File: config.mk
export PLATFORM = sky130hd
export DESIGN_NAME = cdb_arbiter_flat
export DESIGN_NICKNAME = d
export VERILOG_FILES = /design/src/rtl/cdb_arbiter_if.sv /design/src/rtl/cdb_arbiter.sv /design/src/flat_wrapper.sv
export SDC_FILE = /design/constraint.sdc
export NUM_CORES = 1
export LEC_CHECK = 0
export BUFFER_PORTS_ARGS = -buffer_cell sky130_fd_sc_hd__buf_2
export CORE_MARGIN = 2
export CORE_UTILIZATION = 54
export CTS_CLUSTER_DIAMETER = 200
export CTS_CLUSTER_SIZE = 10
export DETAILED_ROUTE_END_ITERATION = 8
export MAX_ROUTING_LAYER = met4
export PLACE_DENSITY = 0.76
export SYNTH_ARGS = -nofsm -noshare
export SYNTH_HDL_FRONTEND = slang
export SYNTH_SLANG_ARGS = --single-unit
File: constraint.sdc
create_clock -name clk -period 4.1 [get_ports clk]
set_input_delay 0.82 -clock clk [delete_from_list [all_inputs] [get_ports clk]]
set_output_delay 0.82 -clock clk [all_outputs]
set_load 0.03 [all_outputs]
File: src/rtl/cdb_arbiter_if.sv
// cdb_arbiter_if: result-bus / common-data-bus bundle around cdb_arbiter.
//   result0..2 : execution-unit result packets {valid, reg_write, data, tag}
//   cdb0, cdb1 : registered CDB broadcast packets (same layout)
//   stall      : per-source hold-off back to issue
//   overflow   : sticky "packet dropped at a full FIFO" flag
// Modport slave is the arbiter side; master is the execution/issue side.
interface cdb_arbiter_if #(
  parameter int unsigned DATA_W = 32,
  parameter int unsigned TAG_W  = 6
);
  localparam int unsigned RES_W = 2 + DATA_W + TAG_W;

  logic [RES_W-1:0] result0;
  logic [RES_W-1:0] result1;
  logic [RES_W-1:0] result2;
  logic [RES_W-1:0] cdb0;
  logic [RES_W-1:0] cdb1;
  logic [2:0]       stall;
  logic             overflow;

  modport slave (
    input  result0, result1, result2,
    output cdb0, cdb1, stall, overflow
  );

  modport master (
    output result0, result1, result2,
    input  cdb0, cdb1, stall, overflow
  );
endinterface

File: src/rtl/cdb_arbiter.sv
// cdb_arbiter: captures ALU0/ALU1/MEM result packets into per-source FIFOs
// and drains up to two per cycle onto the two CDB ports, round-robin.
//   clk   : clock, rising edge
//   rst   : asynchronous active-high reset
//   flush : synchronous flush; empties all FIFOs and clears the CDB
//   bus   : cdb_arbiter_if.slave (result0..2 in; cdb0/cdb1/stall/overflow out)
module cdb_arbiter #(
  parameter int unsigned DATA_W = 32,
  parameter int unsigned TAG_W  = 6,
  parameter int unsigned DEPTH  = 4
) (
  input  logic         clk,
  input  logic         rst,
  input  logic         flush,
  cdb_arbiter_if.slave bus
);
  localparam int unsigned RES_W = 2 + DATA_W + TAG_W;
  localparam int unsigned ENT_W = RES_W - 1;         // stored without valid bit
  localparam int unsigned PW    = $clog2(DEPTH);
  localparam int unsigned CW    = $clog2(DEPTH + 1);
  localparam int unsigned NSRC  = 3;

  logic [RES_W-1:0] res     [NSRC];
  logic [ENT_W-1:0] mem     [NSRC][DEPTH];
  logic [PW-1:0]    rd_ptr  [NSRC];
  logic [PW-1:0]    wr_ptr  [NSRC];
  logic [CW-1:0]    count   [NSRC];
  logic [1:0]       rr;
  logic [1:0]       rr_next;
  logic [1:0]       idx;
  logic [1:0]       g0;
  logic [1:0]       g1;
  logic             g0_vld;
  logic             g1_vld;
  logic [NSRC-1:0]  pop;
  logic [NSRC-1:0]  push;
  logic [NSRC-1:0]  drop;
  logic [NSRC-1:0]  stall_w;
  logic [RES_W-1:0] cdb0_d;
  logic [RES_W-1:0] cdb1_d;
  logic [RES_W-1:0] cdb0_q;
  logic [RES_W-1:0] cdb1_q;
  logic             overflow_q;

  function automatic logic [1:0] wrap3(input logic [1:0] base, input logic [1:0] off);
    logic [2:0] s;
    s = {1'b0, base} + {1'b0, off};
    return (s >= 3'd3) ? 2'(s - 3'd3) : s[1:0];
  endfunction

  always_comb begin
    res[0] = bus.result0;
    res[1] = bus.result1;
    res[2] = bus.result2;
  end

  // Grant: walk sources starting at rr; first two non-empty FIFOs win.
  // Eligibility uses registered counts only, so same-cycle pushes never bypass.
  always_comb begin
    g0      = '0;
    g1      = '0;
    g0_vld  = 1'b0;
    g1_vld  = 1'b0;
    idx     = '0;
    pop     = '0;
    for (int unsigned k = 0; k < NSRC; k++) begin
      idx = wrap3(rr, 2'(k));
      if (count[idx] != '0) begin
        if (!g0_vld) begin
          g0_vld = 1'b1;
          g0     = idx;
        end else if (!g1_vld) begin
          g1_vld = 1'b1;
          g1     = idx;
        end
      end
    end
    if (g0_vld) pop[g0] = 1'b1;
    if (g1_vld) pop[g1] = 1'b1;

    if (g1_vld)      rr_next = wrap3(g1, 2'd1);
    else if (g0_vld) rr_next = wrap3(g0, 2'd1);
    else             rr_next = rr;

    cdb0_d = g0_vld ? {1'b1, mem[g0][rd_ptr[g0]]} : '0;
    cdb1_d = g1_vld ? {1'b1, mem[g1][rd_ptr[g1]]} : '0;
  end

  // A full FIFO still accepts when it is popped in the same cycle.
  always_comb begin
    push    = '0;
    drop    = '0;
    stall_w = '0;
    for (int unsigned i = 0; i < NSRC; i++) begin
      push[i]    = res[i][RES_W-1] && !flush && ((count[i] != CW'(DEPTH)) || pop[i]);
      drop[i]    = res[i][RES_W-1] && !flush && (count[i] == CW'(DEPTH)) && !pop[i];
      stall_w[i] = (count[i] >= CW'(DEPTH - 1));
    end
  end

  always_ff @(posedge clk or posedge rst) begin
    if (rst) begin
      for (int unsigned i = 0; i < NSRC; i++) begin
        rd_ptr[i] <= '0;
        wr_ptr[i] <= '0;
        count[i]  <= '0;
      end
      rr         <= '0;
      cdb0_q     <= '0;
      cdb1_q     <= '0;
      overflow_q <= 1'b0;
    end else if (flush) begin
      for (int unsigned i = 0; i < NSRC; i++) begin
        rd_ptr[i] <= '0;
        wr_ptr[i] <= '0;
        count[i]  <= '0;
      end
      cdb0_q <= '0;
      cdb1_q <= '0;
    end else begin
      for (int unsigned i = 0; i < NSRC; i++) begin
        if (push[i]) wr_ptr[i] <= wr_ptr[i] + PW'(1);
        if (pop[i])  rd_ptr[i] <= rd_ptr[i] + PW'(1);
        count[i] <= count[i] + CW'(push[i]) - CW'(pop[i]);
      end
      rr         <= rr_next;
      cdb0_q     <= cdb0_d;
      cdb1_q     <= cdb1_d;
      overflow_q <= overflow_q | (|drop);
    end
  end

  always_ff @(posedge clk) begin
    for (int unsigned i = 0; i < NSRC; i++) begin
      if (push[i]) mem[i][wr_ptr[i]] <= res[i][ENT_W-1:0];
    end
  end

  assign bus.cdb0     = cdb0_q;
  assign bus.cdb1     = cdb1_q;
  assign bus.stall    = stall_w;
  assign bus.overflow = overflow_q;
endmodule
File: src/flat_wrapper.sv
// flat-port wrapper written by rule: the top's interface ports become plain ports
module cdb_arbiter_flat 
#(
  parameter int unsigned DATA_W = 32,
  parameter int unsigned TAG_W  = 6,
  parameter int unsigned DEPTH  = 4
)
  (clk, rst, flush, bus_result0, bus_result1, bus_result2, bus_cdb0, bus_cdb1, bus_stall, bus_overflow);
  cdb_arbiter_if #(.DATA_W(DATA_W), .TAG_W(TAG_W)) bus_i ();
  input  logic clk;
  input  logic rst;
  input  logic flush;
  input wire logic [$bits(bus_i.result0)-1:0] bus_result0;
  input wire logic [$bits(bus_i.result1)-1:0] bus_result1;
  input wire logic [$bits(bus_i.result2)-1:0] bus_result2;
  output wire logic [$bits(bus_i.cdb0)-1:0] bus_cdb0;
  output wire logic [$bits(bus_i.cdb1)-1:0] bus_cdb1;
  output wire logic [$bits(bus_i.stall)-1:0] bus_stall;
  output wire logic [$bits(bus_i.overflow)-1:0] bus_overflow;
  assign bus_i.result0 = bus_result0;
  assign bus_i.result1 = bus_result1;
  assign bus_i.result2 = bus_result2;
  assign bus_cdb0 = bus_i.cdb0;
  assign bus_cdb1 = bus_i.cdb1;
  assign bus_stall = bus_i.stall;
  assign bus_overflow = bus_i.overflow;
  cdb_arbiter #(.DATA_W(DATA_W), .TAG_W(TAG_W), .DEPTH(DEPTH)) u_core (.clk(clk), .rst(rst), .flush(flush), .bus(bus_i));
endmodule
==> impl_metrics.yaml, run 1 <==
place:
  dp_hpwl_mm: 46.0
  placed_area_um2: 28300
  portBuffers: 206
  place_congestion: 0.888
die:
  die_area_um2: 50300
  start_util_pct: 54.8
  io_pins: 207
  rows: 80
  die_h_um: 224
  die_w_um: 224
  core_um2: 47800
layout:
  final_area_um2: 30300
  finalNetCount: 2264
  syn_to_final_growth_pct: 15.5
  drive_above_1_share_pct: 18.4
routing:
  dr.pass1.iters: 6
  route.detailed.drc: 0
  vias: 19200
  finalWirelength_mm: 79.1
  drtIter0Drc: 2923
  routedWlPerCell_um: 28.3
  ant_nets: 0
  vias_per_cell: 6.86
cts:
  clock-sinks: 572
  clk_path_buf_depth: 3
  cts-hold-fix-buffers: 0
  cts_tree: "built"
  cts_root_buffer: "clkbuf_16"
  clkTransAtPathRegs_ns: 0.06
  numCtsBuffers: 67
  insertion_delay_ns: 0.61
  htreeDepth: 3
  cts_setup_buffers: 0
timing:
  fin_crit_sh_pct: 94.4
  tns_ns: 0
  max_freq_mhz: 258
  drv_slew: 0
  skew_ns: 0.0170
  tightest_slew_ns: 1.21
  finalCriticalPeriod_ns: 3.87
  rsz0062_at_grt: "no"
  report.final.hold_viol_count: 0
  setup_viol: 0
  slew_headroom_pct: 19.1
setup_path:
  critPathLaunchType: "flip-flop"
  r2r_end: "u_core.mem[2][108]"
  cp-end-kind: "flip-flop"
  cp_max_fo: 17
  r2r_slack_ns: 0.23
  regToRegStartpoint: "u_core.rr[1]"
  crit_type: "reg2reg"
  crit_required_ns: 4.36
  arrival_ns: 4.13
  r2r_cells: 13
status:
  status: "finished, final reports clean"
global_route:
  grt-ovfl-total: 0
  grt_pass1_wl_mm: 117
  grt_max_degree: 159
  antenna_found_initial: 9
  grt_pass1_vias: 19400
  grt.total_usage_pct: 32.1
logic_synthesis:
  ys_ff_latch: 572
  synth_area_leader_cell: "edfxtp_1"
  ys_warn_count: 0
  synth_edf_count: 468
  synth.distinct_cells: 71
  synth_top_cell_area_share_pct: 53.6
  postSynthAreaPerCell_um2: 13.6
  syn_inst: 1935
  synth.yosys.seq_area_share_pct: 63.5
  syn_nets: 2086
  synth-main-ff-cell: "edfxtp_1"
  synth_area_leaders: "edfxtp_1, dfrtp_1, mux2i_1"
  netlist_area_um2: 26200
  async_reset_ff_share_pct: 18.2
power:
  max-vdd-ir-drop_uv: 918
  power.density_nw_per_um2: 880
  total_power_w: 0.0267
  leakage_nw: 10.3
job:
  maxCapViolCount: 0
hold_path:
  hp-class: "in2async"
-- worst max-delay path by stage --
| stage | slack (ns) | from | depth (start not counted) | to |
|---|---|---|---|---|
| 4_1_cts | 0.13 | u_core.rr[1] | 14 | u_core.count[2] |
| 2_1_floorplan | 0.26 | u_core.rr[0] | 13 | u_core.mem[2][0] |
| 6_report | 0.23 | u_core.rr[1] | 13 | u_core.mem[2][108] |
| 5_1_grt | 0.05 | u_core.rr[0] | 16 | u_core.count[8] |
| 3_5_place_dp | 0.21 | u_core.rr[1] | 14 | u_core.count[2] |
| 3_3_place_gp | 0.24 | u_core.rr[1] | 14 | u_core.count[2] |
-- per-layer routing --
layer	wire, um	up-vias	global-route usage, %
met4	2520	0	13.8
met1	30100	9517	40.7
met5	0	-	-
met3	8550	227	7.26
li1	-	8025	-
met2	38000	1394	50.0
-- cells in the final DEF, fill, tap and decap left out, drive strengths merged, types with 43 or more instances in the layout --
| master | count |
|---|---|
| dfrtp | 104 |
| nand2b | 200 |
| a211oi | 43 |
| mux2i | 159 |
| nor2 | 101 |
| o221ai | 155 |
| buf | 269 |
| nor2b | 46 |
| clkbuf | 119 |
| a21oi | 86 |
| o2111ai | 76 |
| nor3 | 49 |
| edfxtp | 468 |
-- report_power, final --
part | internal, W | total, W | switching, W
registers | 0.00705 | 0.00747 | 0.000415
logic | 0.00466 | 0.0137 | 0.00903
clock network | 0.00321 | 0.00552 | 0.00231
-- registers in the layout (all words and copies together), names as in the netlist --
| signal | count |
|---|---|
| u_core.rr | 2 |
| u_core.rd_ptr | 6 |
| u_core.count | 9 |
| u_core.mem | 468 |
| u_core.wr_ptr | 6 |
| u_core.bus.overflow | 1 |
| u_core.bus.cdb1 | 40 |
| u_core.bus.cdb0 | 40 |
-- through the flow --
step                setup slack, ns  util (%)  hold WS [ns]  instances
global route                 0.0545      63.3         0.422       2792
CTS                           0.134      63.3         0.416       2783
global placement              0.240      59.1         0.476       2659
detailed placement            0.210      59.1         0.513       2659
floorplan                     0.255         -         0.538       1935
finish                        0.230      63.3         0.433       2792
-- cells in the mapped netlist (4+ instances only) --
library cell,number
a211oi_1,39
a211oi_2,4
a21oi_1,86
a22o_1,39
a31oi_1,39
and2_1,13
buf_1,13
buf_2,45
buf_4,6
clkbuf_1,93
dfrtp_1,104
edfxtp_1,468
ha_1,25
inv_1,32
mux2i_1,159
nand2_1,14
nand2b_1,200
nor2_1,100
nor2b_1,46
nor3_1,46
o2111ai_1,76
o211ai_1,42
o21ai_0,12
o221ai_1,155
or3_1,4
xnor2_1,7
-- logic make-up (layout without fill, tap and decap cells) --
| family | count (synthesis) | count (layout) | synth area share (%) |
|---|---|---|---|
| compound gates | 532 | 532 | 15.9 |
| xor+xnor | 8 | 8 | 0.267 |
| fa+ha+maj | 28 | 28 | 1.42 |
| buf+inv | 193 | 426 | 3.15 |
| flops | 572 | 572 | 63.5 |
| mux | 163 | 163 | 6.27 |
| other cells | 0 | 9 | 0 |
| simple gates | 439 | 439 | 9.44 |
-- area by class of cell --
class / count / area, um^2
flip-flops and latches: 572 / 16700
diodes: 9 / 22.5
multi-input cells: 1170 / 8830
fillers: 3442 / 17600
clock buffers: 119 / 1940
inverters: 33 / 131
repair buffers: 269 / 1880
well taps: 615 / 769
clock inverters: 5 / 62.6
-- critical path, cell delays in order, from the launching register on --
cell      delay (ns)
dfrtp_1         0.38
inv_1           0.10
ha_2            0.36
nor2b_1         0.14
a211oi_2        0.43
nor3_2          0.10
a31oi_1         0.34
ha_1            0.21
a21boi_1        0.23
o31a_1          0.29
nor2b_1         0.27
buf_4           0.18
and2_2          0.18
buf_4           0.31
-- timing repair --
action,CTS,global route
setup endpoints to repair,0,103
hold endpoints to repair,0,0
gates resized for setup,0,2
Power figures use the tool's default switching activity.
==> inputs of run 2 (changes only) <==
PLACE_DENSITY = unset   (was 0.76)
PLACE_DENSITY_LB_ADDON = 0.12   (was unset)
SLEW_MARGIN = 20   (was unset)
==> run 2 against run 1 <==
Effect of this change:
- sequential power is essentially flat
- flip-flop and latch count is the same
- power shrank 1.1%
- via count shrank 1.6%
- critical path depth shrank 1
- register-to-register slack gained 0.09 ns
- global-route usage grew 0.59 points
==> impl_metrics.yaml, run 2 (same netlist as run 1, synthesis figures left out) <==
status:
  status: "finished, final reports clean"
die:
  die_area_um2: 50300
  start_util_pct: 54.8
  io_pins: 207
  die_w_um: 224
  die_h_um: 224
  rows: 80
  core_um2: 47800
cts:
  cts_tree: "built"
  clock-sinks: 572
  insertion_delay_ns: 0.61
  clkTransAtPathRegs_ns: 0.06
  numCtsBuffers: 67
  cts_setup_buffers: 0
  cts_resized: 0
  htreeDepth: 3
  cts-hold-fix-buffers: 0
  clk_path_buf_depth: 3
  cts_root_buffer: "clkbuf_16"
setup_path:
  crit_top_cell: "buf_4"
  crit_family: "compound AO/OA/AOI/OAI gates"
  arrival_ns: 4.10
  crit_required_ns: 4.42
  cpPeakStageDelay_ns: 0.69
  cp-end-kind: "flip-flop"
  crit_type: "reg2reg"
  critPathLaunchType: "flip-flop"
  cp_max_fo: 16
  path_cells: "inv_1 -> ha_1 -> buf_4 -> o31ai_2 -> o21ai_1 -> a211oi_2 -> o21ai_1 -> a221oi_1 -> nor3_2 -> buf_4 -> and2_2 -> buf_4"
  crit_path_top_delay_cell: "a221oi_1"
  cp.buffers_inverters: 4
routing:
  routedWlPerCell_um: 28.7
  drtIter0Drc: 2343
  finalWirelength_mm: 80.0
  vias: 18900
  vias_per_cell: 6.77
  dr.pass1.iters: 6
  ant_nets: 0
  route.detailed.drc: 0
timing:
  tightest_slew_ns: 1.09
  rsz0062_at_grt: "no"
  tns_ns: 0
  max_freq_mhz: 265
  slew_headroom_pct: 27.6
  skew_ns: 0.0253
  setup_viol: 0
  fin_crit_sh_pct: 92.1
  finalCriticalPeriod_ns: 3.78
  drv_slew: 0
  report.final.hold_viol_count: 0
power:
  clkPwrFrac_pct: 20.7
  comb_power_share_pct: 51.0
  total_power_w: 0.0264
  leakage_nw: 10.3
  switching_share_pct: 44.1
  p_switching_w: 0.0116
  power.density_nw_per_um2: 874
  pwr-share-seq_pct: 28.3
  p_int_w: 0.0148
  max-vdd-ir-drop_uv: 772
layout:
  largest_reg_flops: 468
  final_common_cell: "edfxtp_1"
  fin_util_pct: 63.1
  layout.cells.non_filler: 2784
  final_area_um2: 30200
  fillers: 3572
  drive_above_1_share_pct: 18.3
  final_cell_mix: "edfxtp_1, buf_2, nand2b_1"
  finalNetCount: 2261
  syn_to_final_growth_pct: 15.1
global_route:
  grt_pass1_wl_mm: 118
  grt.total_usage_pct: 32.7
  grt-ovfl-total: 0
  antenna_found_initial: 9
  grt_pass1_vias: 18700
  grt_max_degree: 159
place:
  placed_area_um2: 28200
  portBuffers: 206
  dp_hpwl_mm: 44.3
  numPlacedInstances: 2656
  place_congestion: 0.863
job:
  maxCapViolCount: 0
hold_path:
  hp-class: "in2reg"
==> run 2: routing by layer <==
metal	GRT usage (%)	part of all wire, %	up-vias	wire [um]
li1	-	-	8036	-
met1	43.3	41	9478	32500
met2	50.2	47	1137	37500
met3	6.78	9.4	209	7550
met4	12.0	3.1	0	2450
met5	-	0	-	0
==> run 2: worst register-to-register path, delay by kind of cell (launching register included) <==
kind,cells,cell delay [ns]
AOI/OAI and AO/OA,5,1.68
adders and majority gates,1,0.34
and+or+nand+nor,2,0.38
buffers and inverters,4,0.71
DFF,1,0.39
==> run 2: power by group through the flow <==
| stage | clock network [W] | logic [W] | registers, W |
|---|---|---|---|
| after CTS | 0.00553 | 0.0132 | 0.00744 |
| final | 0.00547 | 0.0135 | 0.00745 |
| after detailed placement | 0 | 0.0132 | 0.00755 |
| after global routing | 0.00576 | 0.0143 | 0.00751 |
| after floorplan | 0 | 0.00858 | 0.00792 |
| after global placement | 0 | 0.0130 | 0.00754 |
==> run 2: cell type report <==
type	instances	area [um^2]	area share [%]
clock inverters	5	70.1	0.232
flip-flops and latches	572	16700	55.2
inverters	33	131	0.435
multi-input cells	1170	8830	29.3
well taps	615	769	2.55
repair buffers	266	1790	5.95
clock buffers	113	1890	6.27
diodes	10	25.0	0.0829
==> run 2: through the flow <==
step	hold WS, ns	setup WS (ns)
global placement	0.501	0.284
CTS	0.399	0.162
global route	0.412	0.0729
finish	0.432	0.324
detailed placement	0.521	0.203
floorplan	0.538	0.255
==> run 2: final timing paths <==
kind	startpoint	to	slack, ns	cells after the start
max	u_core.rr[0]	u_core.mem[0][30]	0.32	12
min	bus_result1[24]	u_core.mem[1][63]	0.43	1
max reg2reg	u_core.rr[0]	u_core.mem[0][30]	0.32	12
min reg2reg	u_core.bus.overflow	u_core.bus.overflow	0.52	2
max in group asynchronous	rst	u_core.rd_ptr[1]	2.82	3
min in group asynchronous	rst	u_core.bus.cdb0[36]	0.45	2
